File: src/rtl/led_pkg.sv
// rtl/led_pkg.sv - shared defaults and helpers for the LED fade driver
package led_pkg;

    localparam int NLEDS_DEF    = 3;
    localparam int PWM_BITS_DEF = 8;
    localparam int RAMP_DIV_DEF = 4096;

    // Full-scale brightness for a given PWM width (2^bits - 1).
    function automatic int max_level(input int bits);
        return (1 << bits) - 1;
    endfunction

endpackage

File: src/rtl/led_fade_channel.sv
// rtl/led_fade_channel.sv - one LED: linear fade of brightness level toward on/off target, PWM output
//
// Ports:
//   clk, rst   clock and asynchronous active-high reset
//   fade_tick  step level one count toward target this cycle
//   load       latch a new target this cycle
//   load_on    new target is full-on (1) or full-off (0)
//   pwm_cnt    shared free-running PWM counter
//   led        registered PWM drive
//   at_target  level and target will be equal after this clock edge
module led_fade_channel
    import led_pkg::*;
#(
    parameter int PWM_BITS = PWM_BITS_DEF
) (
    input  logic                clk,
    input  logic                rst,
    input  logic                fade_tick,
    input  logic                load,
    input  logic                load_on,
    input  logic [PWM_BITS-1:0] pwm_cnt,
    output logic                led,
    output logic                at_target
);

    localparam logic [PWM_BITS-1:0] MAX = PWM_BITS'(max_level(PWM_BITS));

    logic [PWM_BITS-1:0] level_q, level_d;
    logic [PWM_BITS-1:0] target_q, target_d;
    logic                led_q, led_d;

    always_comb begin
        // The step always uses the target held before this edge, so a load
        // coinciding with a tick only takes effect from the next tick.
        level_d = level_q;
        if (fade_tick) begin
            if (level_q < target_q) begin
                level_d = level_q + PWM_BITS'(1);
            end else if (level_q > target_q) begin
                level_d = level_q - PWM_BITS'(1);
            end
        end

        target_d = target_q;
        if (load) begin
            target_d = load_on ? MAX : '0;
        end

        // Full scale is forced on; otherwise the counter never exceeds MAX-1
        // of high time per period.
        led_d = (level_q == MAX) || (level_q > pwm_cnt);
    end

    // Looking at next-state values lets the top register busy so that it
    // reflects the state actually held after each edge.
    assign at_target = (level_d == target_d);
    assign led       = led_q;

    always_ff @(posedge clk or posedge rst) begin
        if (rst) begin
            level_q  <= '0;
            target_q <= '0;
            led_q    <= 1'b0;
        end else begin
            level_q  <= level_d;
            target_q <= target_d;
            led_q    <= led_d;
        end
    end

endmodule

File: src/rtl/led_fade_driver.sv
// rtl/led_fade_driver.sv - pattern handshake, fade prescaler and PWM counter over per-LED fade channels
//
// Ports:
//   clk, rst       clock and asynchronous active-high reset
//   pattern_in     requested on/off state per LED
//   pattern_valid  pattern_in is valid this cycle
//   pattern_ready  block can accept a pattern (not busy)
//   busy           at least one LED is still fading (registered)
//   leds           registered PWM drive per LED
module led_fade_driver
    import led_pkg::*;
#(
    parameter int NLEDS    = NLEDS_DEF,
    parameter int PWM_BITS = PWM_BITS_DEF,
    parameter int RAMP_DIV = RAMP_DIV_DEF
) (
    input  logic             clk,
    input  logic             rst,
    input  logic [NLEDS-1:0] pattern_in,
    input  logic             pattern_valid,
    output logic             pattern_ready,
    output logic             busy,
    output logic [NLEDS-1:0] leds
);

    localparam int               PRE_W    = (RAMP_DIV > 1) ? $clog2(RAMP_DIV) : 1;
    localparam logic [PRE_W-1:0] PRE_LAST = PRE_W'(RAMP_DIV - 1);

    logic [PRE_W-1:0]    pre_q, pre_d;
    logic [PWM_BITS-1:0] pwm_cnt_q, pwm_cnt_d;
    logic                busy_q, busy_d;
    logic                fade_tick;
    logic                accept;
    logic [NLEDS-1:0]    at_target;
    logic [NLEDS-1:0]    led_w;

    assign fade_tick     = (pre_q == PRE_LAST);
    assign pattern_ready = ~busy_q;
    assign accept        = pattern_valid & pattern_ready;
    assign busy          = busy_q;
    assign leds          = led_w;

    always_comb begin
        // Prescaler free-runs; accepts never realign it.
        pre_d     = fade_tick ? '0 : pre_q + PRE_W'(1);
        pwm_cnt_d = pwm_cnt_q + PWM_BITS'(1);
        busy_d    = ~(&at_target);
    end

    always_ff @(posedge clk or posedge rst) begin
        if (rst) begin
            pre_q     <= '0;
            pwm_cnt_q <= '0;
            busy_q    <= 1'b0;
        end else begin
            pre_q     <= pre_d;
            pwm_cnt_q <= pwm_cnt_d;
            busy_q    <= busy_d;
        end
    end

    for (genvar i = 0; i < NLEDS; i++) begin : g_ch
        led_fade_channel #(
            .PWM_BITS(PWM_BITS)
        ) u_ch (
            .clk      (clk),
            .rst      (rst),
            .fade_tick(fade_tick),
            .load     (accept),
            .load_on  (pattern_in[i]),
            .pwm_cnt  (pwm_cnt_q),
            .led      (led_w[i]),
            .at_target(at_target[i])
        );
    end

endmodule

File: config.mk
export PLATFORM = sky130hd
export DESIGN_NAME = led_fade_driver
export DESIGN_NICKNAME = d
export VERILOG_FILES = /design/src/rtl/led_pkg.sv /design/src/rtl/led_fade_channel.sv /design/src/rtl/led_fade_driver.sv
export SDC_FILE = /design/constraint.sdc
export NUM_CORES = 1
export LEC_CHECK = 0
export ABC_AREA = 0
export BUFFER_PORTS_ARGS = -buffer_cell sky130_fd_sc_hd__buf_4
export CELL_PAD_IN_SITES_DETAIL_PLACEMENT = 1
export CELL_PAD_IN_SITES_GLOBAL_PLACEMENT = 1
export CORE_UTILIZATION = 50
export DETAILED_ROUTE_END_ITERATION = 8
export PLACE_DENSITY_LB_ADDON = 0.1
export SLEW_MARGIN = 10
export SYNTH_ARGS = -nofsm -noshare
export SYNTH_HDL_FRONTEND = slang
export SYNTH_SLANG_ARGS = --single-unit
File: constraint.sdc
create_clock -name clk -period 3.5 [get_ports clk]
set_clock_uncertainty 0.2 [all_clocks]
set_input_delay 1.05 -clock clk [delete_from_list [all_inputs] [get_ports clk]]
set_output_delay 1.05 -clock clk [all_outputs]
set_load 0.02 [all_outputs]
==> results.py <==
metrics = {
    "status": {
        "outcome": "finished clean",
    },
    "hold_path": {
        "holdCritPathClass": "flop to flop",
        "worst_hold_depth": 1,
    },
    "setup_path": {
        "path_depth": 10,
        "critPathKind": "flop to flop",
        "crit_path_max_incr_delay_ns": 0.46,
        "worst-endpoint-arrival_ns": 3.30,
        "cp-start-kind": "flop",
        "worst_path_dominant_cell_family": "simple AND/OR/NAND/NOR gates",
        "timing.critical_path.required_ns": 3.51,
        "cp_slowest_cell": "sky130_fd_sc_hd__and4_1",
        "critical_path.cell_chain": "ha_1, and4_2, and4_1, buf_4, nand4_1, mux2_2, xor3_1, nand2_1, nor4b_2, nand4_1",
        "ff2ff_path_depth": 10,
        "worst-path-buf-inv": 1,
        "endpoint_kind": "flop",
        "critPathMaxFanout": 9,
        "cell_repeated_most_along_the_worst_path": "sky130_fd_sc_hd__nand4_1",
    },
    "timing": {
        "hold_violations": 0,
        "slew_headroom_pct": 49.1,
        "setup_viol_count_final": 0,
        "final_critical_path_setup_slack_ns": 0.209,
        "report.final.slew_viol_count": 0,
        "rsz_0062_raised_after_global_routing": "no",
        "fin_crit_sh_pct": 94.0,
        "maxClockFrequency_ghz": 0.304,
        "tightestPinTransition_ns": 0.755,
        "holdWs_ns": 0.274,
        "post-route-min-period_ns": 3.29,
    },
    "yosys": {
        "yosys.area.top_type_share_pct": 37.4,
        "post_synth_num_cell_types": 60,
        "dominantRegCellSynth": "sky130_fd_sc_hd__dfrtp_1",
        "avg_inst_size_synth_um2": 9.80,
        "synth_commonest_cells": "72 x sky130_fd_sc_hd__dfrtp_1, 56 x sky130_fd_sc_hd__ha_1, 39 x sky130_fd_sc_hd__inv_1, 36 x sky130_fd_sc_hd__o21ai_0, 33 x sky130_fd_sc_hd__nand2_1",
        "syn_inst": 492,
        "synthMostInstantiatedCell": "sky130_fd_sc_hd__dfrtp_1",
        "ys_seq_area_share_pct": 37.4,
        "synth.yosys.warnings": 0,
        "synthesis.nets": 554,
        "seq_cells_post_synth": 72,
        "syn_area_mm2": 0.00482,
        "netlist.top_cell.by_area": "sky130_fd_sc_hd__dfrtp_1",
        "number_of_flops_mapped_to_enable_cells_by_yosys": 0,
        "synth.top_cells.by_area": "sky130_fd_sc_hd__dfrtp_1 37%, sky130_fd_sc_hd__ha_1 15%, sky130_fd_sc_hd__xor2_1 5.1%",
        "asyncSetResetFlopFracSynth_pct": 100,
    },
    "global_route": {
        "grtUsageTotal_pct": 27.4,
        "grt_use_met1_pct": 36.5,
        "number_of_antenna_violations_at_the_first_check_in_global_routing": 0,
        "grt_first_pass_wirelength_um": 21100,
        "grt_start_max_net_pins": 31,
        "grt_remaining_overflow": 0,
        "grt_util_met2_pct": 46.6,
        "grt_busiest_layer": "met2",
        "use_met3_pct": 3.48,
        "first_global_vias": 4174,
    },
    "flow_run": {
        "cap_violations": 0,
    },
    "placed_design": {
        "buffer_ports.inserted": 10,
        "finalWeightedCongestion": 0.913,
        "dpl-instance-area_mm2": 0.00516,
        "pre_cts_slack_ns": -0.144,
        "place.detailed.hpwl_um": 9860,
    },
    "pwr": {
        "peakVddDrop_mv": 0.195,
        "power_density_mw_per_mm2": 312,
        "p_total_mw": 1.69,
        "power.static_leakage_nw": 2.73,
    },
    "layout": {
        "num_antenna_cells": 0,
        "flow.area_growth_from_synthesis_pct": 12.4,
        "drive_above_1_share_pct": 13.0,
        "final_cell_area_mm2": 0.00542,
        "finish.net_count": 589,
        "nFillCells": 1068,
    },
    "cts": {
        "tritoncts_clock_tree": "done",
        "clock_latency_ns": 0.35,
        "cts.sinks": 72,
        "htreeDepth": 3,
        "ctsLongestPathBuffers": 2,
        "cts_inserted_buffers": 9,
        "cts.clk_slew.worst_paths_ns": 0.08,
        "clk_tree_root_cell": "sky130_fd_sc_hd__clkbuf_8",
    },
    "detailed_routing": {
        "wirelength_um": 12700,
        "final_antenna_net_count": 0,
        "via_count": 3845,
        "drt_pass1_iterations": 4,
        "drtIter0Drc": 179,
        "wl_per_cell_um": 19.2,
        "routed_via_density": 5.82,
        "drt_drc_violations_left": 0,
    },
    "floorplanning": {
        "chipHeight_um": 100,
        "placementRows": 35,
        "floorplan.die.width_um": 100,
        "die_area_mm2": 0.0100,
        "starting_density_of_the_core_pct": 51.9,
        "num_io_pins": 11,
        "core_region_area_mm2": 0.00928,
    },
}
registers in the layout, summed over array words and instances (netlist names):
register            cells
g_ch.u_ch.led           3
busy                    1
pre_q                  12
pwm_cnt_q               8
g_ch.u_ch.level_q      24
g_ch.u_ch.target_q     24
cell type report:
class / instances / area [um2] / area share, %
Tap cell: 129 / 161 / 2.98
Inverter: 39 / 146 / 2.70
Clock inverter: 6 / 82.6 / 1.52
Multi-Input combinational cell: 369 / 2820 / 52.0
Sequential cell: 72 / 1800 / 33.2
Clock buffer: 10 / 138 / 2.54
Timing Repair Buffer: 36 / 270 / 4.99
metrics by stage:
stage	cells	util, %	setup TNS [ns]
detailed placement	644	55.6	-0.144
floorplan	492	-	0
global route	661	58.4	0
global placement	644	55.6	-0.0836
finish	661	58.4	0
CTS	660	58.1	0
power by group:
group          leakage, nW  switching (mW)  total [mW]  internal, mW
Sequential           0.908         0.00556       0.854         0.848
Clock                0.112           0.324       0.741         0.417
Combinational         1.71          0.0631      0.0970        0.0339
kinds of logic (layout without fill, tap and decap cells):
logic type	count (synthesis)	count (layout)	synth area share [%]
adders and majority gates	56	56	14.5
DFF	72	72	37.4
xor gates and xnor gates	60	60	12.4
AOI/OAI and AO/OA	99	99	13.3
buffers and inverters	51	91	4.70
muxes	5	5	1.14
and+or+nand+nor	149	149	16.5
per-layer routing:
layer / part of all wire (%) / wire length (um)
met2: 48 / 6120
met1: 47 / 6000
met4: 1.6 / 206
met5: 0 / 0
met3: 2.7 / 339
final timing paths:
check                      slack [ns]  startpoint                      end
setup / recovery                 0.21    pre_q[0]                     busy
hold / removal                   0.27    pre_q[8]                 pre_q[8]
setup reg to reg                 0.21    pre_q[0]                     busy
hold reg to reg                  0.27    pre_q[8]                 pre_q[8]
max in group asynchronous        1.90         rst  g_ch[0].u_ch.level_q[0]
min in group asynchronous        0.47         rst  g_ch[1].u_ch.level_q[1]
cells in the final DEF (no fill, tap or decap), types with 3 or more instances in the layout:
| master | n |
|---|---|
| sky130_fd_sc_hd__clkbuf_8 | 10 |
| sky130_fd_sc_hd__a31oi_1 | 3 |
| sky130_fd_sc_hd__o2111ai_1 | 4 |
| sky130_fd_sc_hd__xor2_1 | 28 |
| sky130_fd_sc_hd__nor3_1 | 13 |
| sky130_fd_sc_hd__nand4_1 | 18 |
| sky130_fd_sc_hd__o21ai_0 | 35 |
| sky130_fd_sc_hd__mux2i_1 | 3 |
| sky130_fd_sc_hd__o211ai_1 | 6 |
| sky130_fd_sc_hd__nand2b_1 | 4 |
| sky130_fd_sc_hd__clkinv_2 | 3 |
| sky130_fd_sc_hd__a21o_1 | 3 |
| sky130_fd_sc_hd__dfrtp_1 | 72 |
| sky130_fd_sc_hd__nor4_1 | 3 |
| sky130_fd_sc_hd__or3_1 | 4 |
| sky130_fd_sc_hd__and3_1 | 8 |
| sky130_fd_sc_hd__nor2b_1 | 7 |
| sky130_fd_sc_hd__a21oi_1 | 19 |
| sky130_fd_sc_hd__nand3_1 | 18 |
| sky130_fd_sc_hd__o22ai_1 | 3 |
| sky130_fd_sc_hd__o21a_1 | 4 |
| sky130_fd_sc_hd__buf_4 | 36 |
| sky130_fd_sc_hd__xnor2_1 | 27 |
| sky130_fd_sc_hd__inv_1 | 38 |
| sky130_fd_sc_hd__xor3_1 | 4 |
| sky130_fd_sc_hd__nor2_1 | 20 |
| sky130_fd_sc_hd__and2_1 | 3 |
| sky130_fd_sc_hd__nand2_1 | 33 |
| sky130_fd_sc_hd__ha_1 | 56 |
worst register-to-register path, delay by kind of cell (launching register included):
kind                       cells  cell delay [ns]
and+or+nand+nor                6             1.50
DFF                            1             0.39
muxes                          1             0.31
xor gates and xnor gates       1             0.29
buffers and inverters          1             0.26
adders and majority gates      1             0.21
repair_timing:
item	4_1_cts	5_1_grt
pin swaps	0	1
setup buffers	0	1
endpoints found under the setup margin	1	1
resized for setup	2	5
hold buffers	0	0
cloned	0	0
Note: power is estimated with default switching activity, not from simulation.
